File: src/rtl/output_arbiter.sv
// Round-robin owner arbiter for the shared output pin bank, with a dead gap between owners.
// Optional hold limit per grant: define OUTPUT_ARBITER_HOLD_LIMIT_EN.
module output_arbiter #(
    parameter int unsigned N          = 5,
    parameter int unsigned GAP_CYCLES = 1,
    parameter int unsigned HOLD_MAX   = 64
) (
    input  logic                 clock,
    input  logic                 reset,
    input  logic [N-1:0]         req,
    output logic [N-1:0]         grant,
    output logic [$clog2(N)-1:0] owner,
    output logic                 busy,
    output logic                 expired
);

    localparam int unsigned OW = $clog2(N);
    localparam int unsigned GW = $clog2(GAP_CYCLES + 1);

    if (N < 2 || N > 8) begin : g_bad_n
        $error("output_arbiter: N must be 2..8");
    end
    if (GAP_CYCLES < 1 || GAP_CYCLES > 15) begin : g_bad_gap
        $error("output_arbiter: GAP_CYCLES must be 1..15");
    end
    if (HOLD_MAX < 1) begin : g_bad_hold
        $error("output_arbiter: HOLD_MAX must be >= 1");
    end

    typedef enum logic [1:0] {StIdle, StGrant, StGap} state_t;

    state_t        state_q;
    logic [OW-1:0] last_q;
    logic [GW-1:0] gap_cnt_q;

    logic          win_found;
    logic [OW-1:0] win_idx;
    logic [OW-1:0] idx;

    // First set request after the last owner, wrapping modulo N.
    always_comb begin
        win_found = 1'b0;
        win_idx   = '0;
        idx       = '0;
        for (int unsigned i = 1; i <= N; i++) begin
            idx = OW'((int'(last_q) + i) % N);
            if (!win_found && req[idx]) begin
                win_found = 1'b1;
                win_idx   = idx;
            end
        end
    end

`ifdef OUTPUT_ARBITER_HOLD_LIMIT_EN
    localparam int unsigned HW = $clog2(HOLD_MAX + 1);
    logic [HW-1:0] hold_cnt_q;
`else
    assign expired = 1'b0;
`endif

    always_ff @(posedge clock or posedge reset) begin
        if (reset) begin
            state_q   <= StIdle;
            grant     <= '0;
            owner     <= '0;
            busy      <= 1'b0;
            last_q    <= OW'(N - 1);
            gap_cnt_q <= '0;
`ifdef OUTPUT_ARBITER_HOLD_LIMIT_EN
            hold_cnt_q <= '0;
            expired    <= 1'b0;
`endif
        end else begin
`ifdef OUTPUT_ARBITER_HOLD_LIMIT_EN
            expired <= 1'b0;
`endif
            case (state_q)
                StIdle: begin
                    if (win_found) begin
                        state_q <= StGrant;
                        grant   <= N'(1) << win_idx;
                        owner   <= win_idx;
                        busy    <= 1'b1;
`ifdef OUTPUT_ARBITER_HOLD_LIMIT_EN
                        hold_cnt_q <= '0;
`endif
                    end
                end
                StGrant: begin
                    if (!req[owner]) begin
                        state_q   <= StGap;
                        last_q    <= owner;
                        grant     <= '0;
                        busy      <= 1'b0;
                        gap_cnt_q <= '0;
`ifdef OUTPUT_ARBITER_HOLD_LIMIT_EN
                    end else if (hold_cnt_q == HW'(HOLD_MAX - 1)) begin
                        // Revoked owner goes to the back of the rotation via last_q.
                        state_q   <= StGap;
                        last_q    <= owner;
                        grant     <= '0;
                        busy      <= 1'b0;
                        gap_cnt_q <= '0;
                        expired   <= 1'b1;
                    end else begin
                        hold_cnt_q <= hold_cnt_q + 1'b1;
`endif
                    end
                end
                StGap: begin
                    if (gap_cnt_q == GW'(GAP_CYCLES - 1)) begin
                        gap_cnt_q <= '0;
                        if (win_found) begin
                            state_q <= StGrant;
                            grant   <= N'(1) << win_idx;
                            owner   <= win_idx;
                            busy    <= 1'b1;
`ifdef OUTPUT_ARBITER_HOLD_LIMIT_EN
                            hold_cnt_q <= '0;
`endif
                        end else begin
                            state_q <= StIdle;
                        end
                    end else begin
                        gap_cnt_q <= gap_cnt_q + 1'b1;
                    end
                end
                default: state_q <= StIdle;
            endcase
        end
    end

endmodule
File: config.mk
export PLATFORM = sky130hd
export DESIGN_NAME = output_arbiter
export DESIGN_NICKNAME = d
export VERILOG_FILES = /design/src/rtl/output_arbiter.sv
export SDC_FILE = /design/constraint.sdc
export NUM_CORES = 1
export LEC_CHECK = 0
export CORE_ASPECT_RATIO = 0.6
export CORE_MARGIN = 3
export CORE_UTILIZATION = 60
export CTS_BUF_LIST = sky130_fd_sc_hd__clkbuf_8
export DETAILED_ROUTE_END_ITERATION = 10
export GPL_TIMING_DRIVEN = 0
export PLACE_DENSITY = 0.82
export REMOVE_ABC_BUFFERS = 1
export SETUP_SLACK_MARGIN = 0.1
export SLEW_MARGIN = 20
export SYNTH_ARGS = -nofsm -noshare
export SYNTH_HDL_FRONTEND = slang
export SYNTH_SLANG_ARGS = --single-unit
export TNS_END_PERCENT = 10
File: constraint.sdc
create_clock -name clock -period 13.7 [get_ports clock]
set_input_delay 2.74 -clock clock [delete_from_list [all_inputs] [get_ports clock]]
set_output_delay 2.74 -clock clock [all_outputs]
set_load 0.02 [all_outputs]
---- Word level (Yosys, flattened, before mapping) ----
Index checks and enable logic that the tools add are counted.
word-level totals
  register bits after elaboration ......... 15
  input port bits ......................... 7
  output and inout bits ................... 10
  logic and storage cells ................. 87
operators by class
  add/subtract/negate cells ............... 6
  divide/modulo/power cells ............... 5
  order comparisons ....................... 6
  equal/unequal tests ..................... 5
  shift operators ......................... 1
  multiplexer cells ....................... 40
  bitwise operators ....................... 1
  reductions and logical operators ........ 17
operator list
  kind                                                         number
  modulo 32 x 3 -> 32 bit (second input constant)              5
  less-than comparator 3 x 4 -> 1 bit (second input constant)  6
  2-to-1 mux 3 bit                                             7
  binary-select mux 1 bit (select 3 bit)                       6
  2-to-1 mux 1 bit                                             16
  2-to-1 mux 5 bit                                             3
  case mux 5 bit (3 select lines)                              1
  adder 3 x 2 -> 4 bit (second input constant)                 2
  adder 3 x 3 -> 4 bit (second input constant)                 2
  2-to-1 mux 2 bit                                             3
  inequality test 2 bit (second input constant)                3
  case mux 2 bit (3 select lines)                              1
  case mux 3 bit (2 select lines)                              1
  AND reduction 2 bit                                          3
  AND reduction 3 bit                                          2
  << shifter 1 x 3 -> 5 bit (first input constant)             1
  adder 3 x 1 -> 4 bit (second input constant)                 1
  logical AND 1 bit                                            4
  logical NOT 1 bit                                            4
  nonzero test 2 bit                                           2
  case mux 1 bit (3 select lines)                              1
  nonzero test 3 bit                                           1
  equality test 2 x 1 -> 1 bit (second input constant)         1
  equality test 2 bit (second input constant)                  1
  4 further kinds                                              4

---- Longest topological paths before layout ----
Gate-level depths: netlist of the first run.
  depth after elaboration ................. 21
  depth in mapped cells ................... 24
  depth with buffers taken out ............ 19

---- Worst setup path before layout of the first run ----
No wires, ideal clock.
  kind .................................... register -> register
  start point ............................. reg last_q[0]
  end point ............................... reg grant[1]
  setup time .............................. 122 ps
  data arrival time ....................... 5031 ps
  required time ........................... 13578 ps
  slack ................................... 8547 ps
  cell stages (with the launch flop) ...... 24
  buffers on the path ..................... 4
  period minus slack after synthesis ...... 5153 ps
  cells stage by stage .................... dfrtp_1 > buf_2 > clkbuf_1 > inv_1 > clkbuf_1 > ha_1 > buf_2 > xnor2_1 > inv_1 > ha_1 > or3b_2 > o22ai_1 > nor2_2 > inv_1 > ha_1 > nand2b_1 > a21oi_1 > a21oi_2 > mux2i_1 > and3_1 > nor3_2 > nor4bb_1 > o31ai_1 > a32o_1
on the way
  longest elaborated chain between the ends .. 21
  elaborated cells on any way between the ends .. 42
  classes of those cells .................. 5 x add/sub; 5 x div; 1 x shift; 23 x mux; 8 x reduce/logical
RTL lines
  what                                    RTL line  text
  start: declaration                      33        logic [OW-1:0] last_q;
  start signal: assignment                67        last_q <= OW'(N - 1);
  start signal: assignment                92        last_q <= owner;
  adder 3 x 1 -> 4 bit                    46        idx = OW'((int'(last_q) + i) % N);
  modulo 32 x 3 -> 32 bit                 46
  binary-select mux 1 bit (select 3 bit)  47        if (!win_found && req[idx]) begin
  2-to-1 mux 1 bit (not written as such)  47
  2-to-1 mux 1 bit                        47
  logical NOT 1 bit                       47
  logical AND 1 bit                       47
  2-to-1 mux 1 bit                        47
  [5 not listed]                          n/a
  2-to-1 mux 1 bit                        47
  logical NOT 1 bit                       47
  logical AND 1 bit                       47
  2-to-1 mux 3 bit                        47
  << shifter 1 x 3 -> 5 bit               81, 115
  2-to-1 mux 5 bit (*)                    79, 113
  2-to-1 mux 5 bit                        111       if (gap_cnt_q == GW'(GAP_CYCLES - 1)) begin
  case mux 5 bit (3 select lines) (*)     77        case (state_q)
  end signal: assignment                  81        grant <= N'(1) << win_idx;
  end signal: assignment                  115       grant <= N'(1) << win_idx;
  end: declaration                        11        output logic [N-1:0] grant,
Mark *: on every way between the ends. The rest lies on a longest branch, timed or not. The select of a mux whose other input is x is not followed.
A chain may end at the register's enable or synchronous reset.

---- Worst setup path in the final report of the first run ----
  start point ............................. reg last_q[0]
  end point ............................... reg grant[4]
The elaborated chain is that of the path after synthesis.

==> flow_metrics.env, run 1 <==
export IMPL_path_max_fanout=33
export IMPL_worst_pin_slew_ns=0.776
export IMPL_wl_um=6390
export IMPL_grt_max_degree=34
export IMPL_avgSynthCellArea_um2=7.85
export IMPL_cts_setup_buffers=0
export IMPL_fmaxAchievable_mhz=164
export IMPL_synth_top_cell_area_share_pct=13.2
export IMPL_grt_pass1_vias=2091
export IMPL_criticalPathCategory="reg2reg"
export IMPL_clk_path_buf_depth=2
export IMPL_yosysWarnings=0
export IMPL_routedWlPerCell_um=17.6
export IMPL_dieArea_um2=4920
export IMPL_port_buffer_count=15
export IMPL_grt_pass1_wl_um=10500
export IMPL_insertion_delay_ns=0.25
export IMPL_tritoncts="yes"
export IMPL_io_pins=17
export IMPL_cts_max_level=1
export IMPL_hpwl_um=4790
export IMPL_synthTopCellsByArea="dfrtp_1 13%, ha_1 12%, mux2i_1 4.5%, o21ai_0 3.9%, nand2_1 3.4%"
export IMPL_seq_area_frac_synth_pct=14.3
export IMPL_start_util_pct=64.5
export IMPL_finalSetupTns_ns=0
export IMPL_ys_seq_elements=14
export IMPL_antennaDiodeCount=0
export IMPL_cts_root_buf="clkbuf_8"
export IMPL_place_gp_congestion=0.915
export IMPL_track_usage_pct=26.6
export IMPL_nNetsFinal=347
export IMPL_cp_end_kind="flop"
export IMPL_drc=0
export IMPL_cts_repair_resized=0
export IMPL_synth_edff_count=0
export IMPL_clkTransAtPathRegs_ns=0.06
export IMPL_synthFlopType="dfrtp_1"
export IMPL_hold_violations=0
export IMPL_fin_crit_sh_pct=44.4
export IMPL_antenna_found_initial=0
export IMPL_die_h_um=55.6
export IMPL_synthToLayoutAreaGrowth_pct=7.74
export IMPL_synth_cell_area_um2=2460
export IMPL_syn_inst=313
export IMPL_drt_initial_drc_count=208
export IMPL_via_count=2412
export IMPL_hold_buffers=0
export IMPL_synth_common_cells="24 x ha_1, 22 x nand2_1, 20 x nor2_1"
export IMPL_grt_setup_unrepaired="false"
export IMPL_grt_ovfl_total=0
export IMPL_final_antenna_net_count=0
export IMPL_fin_crit_ns=6.08
export IMPL_fp_coreArea_um2=3810
export IMPL_cap_violations=0
export IMPL_cts_sinks=14
export IMPL_slew_headroom_pct=48.2
export IMPL_yosysMostFrequentCell="ha_1"
export IMPL_cts_buffers=3
export IMPL_status="completed"
export IMPL_synth_cell_types=73
export IMPL_cp_data_arrival_time_ns=6.22
export IMPL_skew_ns=0.00109
export IMPL_drive_gt1_share_pct=9.84
export IMPL_slew_violations=0
export IMPL_die_width_um=88.6
export IMPL_first_pass_iters=5
export IMPL_setup_viol=0
export IMPL_async_reset_ff_share_pct=100
export IMPL_viasPerCell=6.66
export IMPL_yosysTopAreaCell="dfrtp_1"
export IMPL_core_rowCount=17
export IMPL_cp_start_kind="flop"
export IMPL_hold_class="reg2reg"
export IMPL_required_ns=13.84
[path summary, 6_finish.rpt]
path / startpoint / end / slack (ns) / depth (start not counted)
max: last_q[0] / grant[4] / 7.62 / 18
min: grant[3] / grant[3] / 0.50 / 2
max reg2reg: last_q[0] / grant[4] / 7.62 / 18
min reg2reg: grant[3] / grant[3] / 0.50 / 2
max in group asynchronous: reset / last_q[0] / 10.47 / 2
min in group asynchronous: reset / busy / 2.84 / 2
[stage by stage]
step | cell area, µm² | hold slack, ns | cells | worst slack [ns] | utilization [%]
2_1_floorplan | 2380 | 0.485 | 296 | 8.37 | -
3_3_place_gp | 2590 | 0.477 | 358 | 7.31 | 68.1
3_5_place_dp | 2590 | 0.487 | 358 | 7.23 | 68.1
4_1_cts | 2650 | 0.503 | 362 | 7.20 | 69.5
5_1_grt | 2650 | 0.543 | 362 | 7.20 | 69.5
6_report | 2650 | 0.504 | 362 | 7.62 | 69.5
[routing by layer]
metal  routed length (µm)  part of all wire, %  track usage (%)
met5                    0                    0                0
met4                   20                 0.31             1.72
met3                  497                  7.8             5.18
met2                 2620                   41             36.2
met1                 3250                   51             44.2
[registers in the layout, summed over array words and instances (netlist names)]
signal	count
grant	5
last_q	3
owner	3
state_q	2
busy	1
[critical path: stages, from the launching register on]
cell	delay (ns)
dfrtp_2	0.76
inv_1	0.45
ha_1	0.94
inv_1	0.32
ha_1	0.33
or3b_2	0.45
o22ai_1	0.19
nor2_2	0.11
inv_1	0.07
ha_1	0.19
nand2b_1	0.09
a21oi_1	0.22
a21o_1	0.19
o21ai_0	0.12
a211oi_1	0.47
nor3_2	0.17
a41o_1	0.39
and2_1	0.23
a2bb2o_2	0.25
[cell usage in the layout (no fill, tap or decap), types with 7 or more instances in the layout]
master,count
nor2_1,20
nand2_1,22
nand2b_1,8
ha_1,24
nor3_1,8
a21oi_1,16
inv_1,18
clkdlybuf4s50_1,15
dfrtp_1,12
mux2_2,7
mux2i_1,11
o21ai_0,19
nand3_1,13
[cell families (layout without fill, tap and decap cells)]
logic type               after synthesis  after routing  share of synthesized area (%)
AO/OA/AOI/OAI                        103            103                           30.3
multiplexers                          22             22                           10.9
AND/OR/NAND/NOR                      107            107                           23.7
other                                  1              1                          0.153
flip-flops                            14             14                           14.3
XOR/XNOR                               6              6                           2.44
adder cells (fa/ha/maj)               24             24                           12.2
buffers and inverters                 36             38                           5.96
[layout make-up]
cell class / count / area [µm²]
Timing Repair Buffer: 15 / 150
Inverter: 19 / 71.3
Multi-Input combinational cell: 263 / 1960
Tap cell: 47 / 58.8
Fill cell: 314 / 1160
Sequential cell: 14 / 353
Clock buffer: 4 / 55.1
Power of run 1 is not shown: default switching activity piles up to over one toggle a cycle in this logic, so the estimate is an artifact.
==> run 2, diff against run 1 <==
- clock period: 13.7 -> 5.8 ns (I/O delays scaled with it)
==> flow_metrics.env, run 2 (same netlist as run 1, synthesis figures left out) <==
export IMPL_reg_top3="grant: 5 flops, last_q: 3 flops, owner: 3 flops"
export IMPL_slew_headroom_pct=60.2
export IMPL_largest_reg_flops=5
export IMPL_cts_sinks=14
export IMPL_tritoncts="yes"
export IMPL_dieArea_um2=4920
export IMPL_cp_end_kind="flop"
export IMPL_wl_um=6390
export IMPL_skew_ns=0.00555
export IMPL_fp_coreArea_um2=3810
export IMPL_fillCellCount=311
export IMPL_status="completed"
export IMPL_layout_common_cells="23 x ha_1, 22 x nand2_1, 20 x nor2_1"
export IMPL_clk_path_buf_depth=2
export IMPL_track_usage_pct=26.6
export IMPL_grt_ovfl_total=0
export IMPL_drive_gt1_share_pct=10.8
export IMPL_stdcell_area_um2=2680
export IMPL_die_width_um=88.6
export IMPL_cts_root_buf="clkbuf_8"
export IMPL_antenna_found_initial=0
export IMPL_final_common_cell="ha_1"
export IMPL_grt_max_degree=34
export IMPL_fin_crit_sh_pct=93.1
export IMPL_clkTransAtPathRegs_ns=0.06
export IMPL_fmaxAchievable_mhz=185
export IMPL_cp_start_kind="flop"
export IMPL_hold_violations=0
export IMPL_viasPerCell=6.75
export IMPL_fin_crit_ns=5.40
export IMPL_first_pass_iters=5
export IMPL_routedWlPerCell_um=17.7
export IMPL_core_rowCount=17
export IMPL_placed_area_um2=2590
export IMPL_cts_max_level=1
export IMPL_hold_buffers=0
export IMPL_required_ns=5.94
export IMPL_largest_register="grant"
export IMPL_whs_ns=0.495
export IMPL_fin_util_pct=70.3
export IMPL_antennaDiodeCount=0
export IMPL_hold_class="reg2reg"
export IMPL_grt_setup_unrepaired="false"
export IMPL_final_antenna_net_count=0
export IMPL_cap_violations=0
export IMPL_place_gp_congestion=0.915
export IMPL_drc=0
export IMPL_cts_buffers=3
export IMPL_synthToLayoutAreaGrowth_pct=8.86
export IMPL_slew_violations=0
export IMPL_start_util_pct=64.5
export IMPL_path_max_fanout=33
export IMPL_io_pins=17
export IMPL_hpwl_um=4790
export IMPL_setup_viol=0
export IMPL_drt_initial_drc_count=223
export IMPL_grt_pass1_vias=2092
export IMPL_via_count=2442
export IMPL_nNetsFinal=347
export IMPL_worst_pin_slew_ns=0.597
export IMPL_criticalPathCategory="reg2reg"
export IMPL_cp_data_arrival_time_ns=5.54
export IMPL_die_h_um=55.6
export IMPL_grt_pass1_wl_um=10500
export IMPL_insertion_delay_ns=0.25
export IMPL_port_buffer_count=15
==> run 2: cell counts in the layout (fill, tap and decap cells not counted) <==
Identical to the previous run, type by type.
==> run 2: final timing paths <==
path,startpoint,slack (ns),cells past startpoint,endpoint
min reg2reg,busy,0.50,2,busy
max in group asynchronous,reset,4.12,2,last_q[0]
min,busy,0.50,2,busy
max reg2reg,last_q[0],0.40,19,grant[4]
max,last_q[0],0.40,19,grant[4]
min in group asynchronous,reset,1.26,2,owner[0]
==> run 2: layout make-up <==
| class | count | area (µm²) | area share (%) |
|---|---|---|---|
| multi-input cells | 263 | 1980 | 74.2 |
| flip-flops and latches | 14 | 355 | 13.3 |
| repair buffers | 15 | 150 | 5.61 |
| inverters | 19 | 71.3 | 2.67 |
| well taps | 47 | 58.8 | 2.20 |
| clock buffers | 4 | 55.1 | 2.06 |
==> run 2: what timing repair did <==
item / in CTS / in global routing
setup endpoints to repair: 10 / 10
resized for setup: 3 / 3
buffers inserted: 0 / 0
==> run 2: metrics by stage <==
| step | cells | setup WS, ns | setup TNS, ns |
|---|---|---|---|
| after floorplan | 296 | 0.473 | 0 |
| after global placement | 358 | -0.589 | -4.16 |
| after detailed placement | 358 | -0.669 | -5.01 |
| final | 362 | 0.403 | 0 |
| after global routing | 362 | 0.0794 | 0 |
| after CTS | 362 | 0.267 | 0 |
==> run 2: per-layer routing <==
metal | share of wire (%) | GRT usage (%) | up-vias | routed length [µm]
li1 | - | - | 1185 | -
met1 | 50 | 44.2 | 1148 | 3200
met2 | 41 | 36.2 | 103 | 2620
met3 | 8.3 | 5.18 | 6 | 530
met4 | 0.63 | 1.72 | 0 | 40
met5 | 0 | 0 | - | 0
==> run 2: critical path: stages, from the launching register on <==
cell and delay (ns):
dfrtp_4 0.66, inv_1 0.39, ha_4 0.32, xnor2_2 0.34, inv_1 0.14, ha_1 0.28, or3b_2 0.45, o22ai_1 0.19
nor2_2 0.11, inv_1 0.07, ha_1 0.20, nand2b_1 0.10, a21oi_1 0.22, a21o_1 0.19, o21ai_0 0.12, a211oi_1 0.47
nor3_2 0.17, a41o_1 0.38, and2_1 0.23, a2bb2o_2 0.25
Power of run 2 is left out for the same reason.
==> run 3, diff against run 2 <==
- CORE_MARGIN: 3 -> 2
==> flow_metrics.env, run 3 (same netlist as run 1, synthesis figures left out) <==
export IMPL_status="completed"
export IMPL_start_util_pct=64.9
export IMPL_antenna_found_initial=0
export IMPL_cp_start_kind="flop"
export IMPL_hpwl_um=4710
export IMPL_clkTransAtPathRegs_ns=0.06
export IMPL_reg_top3="grant: 5 flops, last_q: 3 flops, owner: 3 flops"
export IMPL_routedWlPerCell_um=16.8
export IMPL_stdcell_count=363
export IMPL_hold_class="reg2reg"
export IMPL_via_count=2398
export IMPL_fmaxAchievable_mhz=189
export IMPL_grt_max_degree=34
export IMPL_final_antenna_net_count=0
export IMPL_port_buffer_count=15
export IMPL_crit_start="last_q[0]"
export IMPL_insertion_delay_ns=0.26
export IMPL_drt_initial_drc_count=226
export IMPL_path_max_fanout=33
export IMPL_r2r_start="last_q[0]"
export IMPL_cp_data_arrival_time_ns=5.43
export IMPL_grt_setup_unrepaired="false"
export IMPL_worst_r2r_path_depth=17
export IMPL_fp_coreArea_um2=3790
export IMPL_seqCellArea_um2=355
export IMPL_criticalPathCategory="reg2reg"
export IMPL_cp_top_family="compound AO/OA/AOI/OAI gates"
export IMPL_cp_common_cell="ha_1"
export IMPL_r2r_end="grant[1]"
export IMPL_drive_gt1_share_pct=11.4
export IMPL_drc=0
export IMPL_grt_pass1_vias=2128
export IMPL_cts_buffers=3
export IMPL_antennaDiodeCount=0
export IMPL_multiInputGateArea_um2=1980
export IMPL_slowest_stage="dfrtp_4"
export IMPL_slew_violations=0
export IMPL_wl_um=6100
export IMPL_io_pins=17
export IMPL_place_gp_congestion=0.972
export IMPL_largest_reg_flops=5
export IMPL_die_h_um=53.6
export IMPL_track_usage_pct=28.2
export IMPL_viasPerCell=6.61
export IMPL_dieArea_um2=4640
export IMPL_cts_root_buf="clkbuf_8"
export IMPL_cp_end_kind="flop"
export IMPL_whs_ns=0.496
export IMPL_cts_sinks=14
export IMPL_grt_pass1_wl_um=10200
export IMPL_clk_path_buf_depth=2
export IMPL_worst_pin_slew_ns=0.596
export IMPL_fin_crit_ns=5.29
export IMPL_crit_chain="ha_1, xnor2_2, inv_2, ha_1, nor2_1, a211o_1, and2_1, ha_1, nor2b_1, a2111oi_2, nor3_2, a311o_1, a32o_1, a211o_1, o221a_1, o21a_1, a32o_1"
export IMPL_synthToLayoutAreaGrowth_pct=9.32
export IMPL_fin_crit_sh_pct=91.2
export IMPL_tritoncts="yes"
export IMPL_first_pass_iters=5
export IMPL_hold_buffers=0
export IMPL_cts_max_level=1
export IMPL_cp_num_buf_inv=1
export IMPL_grt_ovfl_total=0
export IMPL_largest_register="grant"
export IMPL_nNetsFinal=348
export IMPL_core_rowCount=17
export IMPL_path_depth=17
export IMPL_cap_violations=0
export IMPL_reg2reg_slack_ns=0.51
export IMPL_setup_viol=0
export IMPL_slew_headroom_pct=60.3
export IMPL_skew_ns=0.00535
export IMPL_setup_worst_path_end="grant[1]"
export IMPL_dpl_cell_count=358
export IMPL_required_ns=5.94
export IMPL_final_common_cell="ha_1"
export IMPL_layout_common_cells="23 x ha_1, 22 x nand2_1, 20 x nor2_1"
export IMPL_critPathMaxStageDelay_ns=0.67
export IMPL_hold_violations=0
export IMPL_die_width_um=86.6
export IMPL_fillCellCount=317
-- run 3: cell type report --
| type | count | area share [%] |
|---|---|---|
| Clock buffer | 4 | 2.05 |
| Timing Repair Buffer | 16 | 5.87 |
| Multi-Input combinational cell | 263 | 73.9 |
| Tap cell | 47 | 2.19 |
| Sequential cell | 14 | 13.2 |
| Inverter | 19 | 2.79 |
-- run 3: through the flow --
| step | setup slack, ns | instance area, µm² | util, % | TNS [ns] |
|---|---|---|---|---|
| finish | 0.511 | 2690 | 71.0 | 0 |
| global route | 0.108 | 2690 | 71.0 | 0 |
| CTS | 0.101 | 2650 | 70.0 | 0 |
| detailed placement | -0.618 | 2590 | 68.4 | -4.53 |
| global placement | -0.560 | 2590 | 68.4 | -3.99 |
| floorplan | 0.473 | 2380 | - | 0 |
-- run 3: routing by layer --
metal | vias up | GRT usage [%] | wire, µm | share of wire (%)
met3 | 3 | 6.13 | 396 | 6.5
met4 | 0 | 3.65 | 20 | 0.33
met1 | 1134 | 43.9 | 3190 | 52
met2 | 78 | 40.4 | 2490 | 41
met5 | - | 0 | 0 | 0
li1 | 1183 | - | - | -
-- run 3: what timing repair did --
action,in CTS,in global routing
endpoints found under the setup margin,10,10
gates resized for setup,2,5
setup buffers,0,1
-- run 3: worst reg2reg max path, delay by kind of cell, from the launching register on --
kind,cells,cell delay [ns]
buffers and inverters,1,0.16
adders and majority gates,3,1.04
AOI/OAI and AO/OA,8,2.44
xor gates and xnor gates,1,0.23
DFF,1,0.67
and+or+nand+nor,4,0.63
-- run 3: how the worst min path moves through the flow --
stage                          start         end  cells past startpoint
after floorplan           state_q[1]  state_q[0]                      2
after global placement          busy        busy                      2
after detailed placement        busy        busy                      2
after CTS                       busy        busy                      2
after global routing            busy        busy                      2
final                           busy        busy                      2
Power of run 3 is left out for the same reason.
==> edit, RTL diff (flow settings as in run 2) <==
Add a define of `OUTPUT_ARBITER_HOLD_LIMIT_EN`.
--- a/src/rtl/output_arbiter.sv
+++ b/src/rtl/output_arbiter.sv
@@ -1,4 +1,6 @@
 // Round-robin owner arbiter for the shared output pin bank, with a dead gap between owners.
 // Optional hold limit per grant: define OUTPUT_ARBITER_HOLD_LIMIT_EN.
+`define OUTPUT_ARBITER_HOLD_LIMIT_EN
+
 module output_arbiter #(
     parameter int unsigned N          = 5,
Check against the original RTL: same outputs for any inputs over 4 cycles, from zero or initial values and one cycle with reset high; that may be too few to reach the edited logic, so the function may still have changed.
==> edit against run 2 <==
Wire length is 23% higher; worst setup slack improved by 0.095 ns; sequential cell count grew 8; final area grew 19%; area after synthesis up 18%; highest routed layer unchanged; non-clock buffer count is 2 higher; via count grew 19%; maximum frequency is 1.8% higher; cell count increased by 19%.
Power is not shown: default switching activity piles up to over one toggle a cycle in this logic, so the estimate is an artifact.
==> edit: results (changes against run 2) <==
slowest stage delay, CP - 0.68 ns (was 0.66 ns)
Final Skew - 0.00267 ns (was 0.00555 ns)
GR Util All Layers - 28.6% (was 26.6%)
Post-DP HPWL - 5930 um (was 4790 um)
Area Growth Syn to Fin - 9.72% (was 8.86%)
CP arrival - 5.46 ns (was 5.54 ns)
Worst slew margin - 44.1% (was 60.2%)
number of global-route vias before repair - 2573 (was 2092)
largest net degree at the start of global routing - 33 (was 34)
layout cells sized above 1 - 8.65% (was 10.8%)
port bufs - 16 (was 15)
synth top area cells - dfrtp_1 (18%), ha_1 (12%), nor2_1 (4.4%), a21oi_1 (3.6%), mux2i_1 (3.1%) (was dfrtp_1 (13%), ha_1 (12%), mux2i_1 (4.5%), o21ai_0 (3.9%), nand2_1 (3.4%))
FILL cells - 353 (was 311)
GR Util met1 - 44.4% (was 44.2%)
vias per cell - 6.76 (was 6.75)
DR iter-0 viols - 270 (was 223)
outcome - finished clean (unchanged)
synth unique cells - 77 (was 73)
sequential cell area fraction in the yosys report - 19.0% (was 14.3%)
Slowest cell on crit path - dfrtp_1 (was dfrtp_4)
fin nets - 405 (was 347)
clock latency at the later pin of the worst-skew pair - 0.27 ns (was 0.25 ns)
first-pass GRT wire length - 12700 um (was 10500 um)
GPL Wtd Cong - 0.882 (was 0.915)
Synth top cells by count - nor2_1 (34), ha_1 (27), nand2_1 (23), a21oi_1 (21), dfrtp_1 (21) (was ha_1 (24), nand2_1 (22), nor2_1 (20), o21ai_0 (19), inv_1 (18))
CP delay by family, top - simple AND/OR/NAND/NOR gates (was compound AO/OA/AOI/OAI gates)
critical path fanouts, max - 18 (was 33)
wire per inst - 18.3 um (was 17.7 um)
clk slew on worst S/H paths - 0.08 ns (was 0.06 ns)
first-pass iteration count of the detailed router - 7 (was 5)
biggest regs - hold_cnt_q: 7 flops, grant: 5 flops (was grant: 5 flops, last_q: 3 flops, owner: 3 flops)
GR Layer Usage met3 - 6.67% (was 5.18%)
Ys Warns - 0 (unchanged)
-- edit: cells by family after synthesis --
kind of cell	share of synthesized area [%]
buf+inv	4.32
simple gates	25.5
xor+xnor	4.41
compound gates	30.0
mux	5.05
fa+ha+maj	11.7
flops	19.0
-- edit: worst paths after layout --
| kind | startpoint | end | slack, ns | depth (start not counted) |
|---|---|---|---|---|
| min reg2reg | hold_cnt_q[6] | expired | 0.47 | 1 |
| max in group asynchronous | reset | last_q[0] | 3.87 | 2 |
| min | hold_cnt_q[6] | expired | 0.47 | 1 |
| max | last_q[1] | grant[0] | 0.50 | 15 |
| min in group asynchronous | reset | grant[1] | 1.36 | 2 |
| max reg2reg | last_q[1] | grant[0] | 0.50 | 15 |
-- edit: routing by layer --
layer  vias to the layer above  wire length (um)
met5                         -                 0
met4                         0                93
met3                        18               826
met2                       150              3160
met1                      1351              3790
li1                       1388                 -
-- edit: metrics by stage --
| step | setup slack [ns] | cells | cell area [um^2] | hold slack (ns) | util, % |
|---|---|---|---|---|---|
| after global placement | -0.164 | 425 | 3090 | 0.441 | 70.6 |
| after detailed placement | -0.446 | 425 | 3090 | 0.448 | 70.6 |
| after CTS | 0.330 | 430 | 3170 | 0.462 | 72.5 |
| final | 0.498 | 430 | 3180 | 0.469 | 72.7 |
| after global routing | 0.112 | 430 | 3180 | 0.506 | 72.7 |
| after floorplan | 0.833 | 349 | 2850 | 0.422 | - |
-- edit: layout make-up --
type                       count  area (um^2)  share of cell area (%)
sequential                    22          553                    17.4
timing repair buffer          17          168                    5.28
clock inverter                 1         30.0                   0.945
inverter                      21         82.6                    2.60
tap                           60         75.1                    2.36
multi-input combinational    306         2230                    70.1
clock buffer                   3         41.3                    1.30
-- edit: timing repair --
| item | in CTS | in global routing |
|---|---|---|
| setup buffers | 1 | 0 |
| endpoints found under the setup margin | 17 | 9 |
| resized for setup | 2 | 2 |
| pin swaps | 0 | 0 |
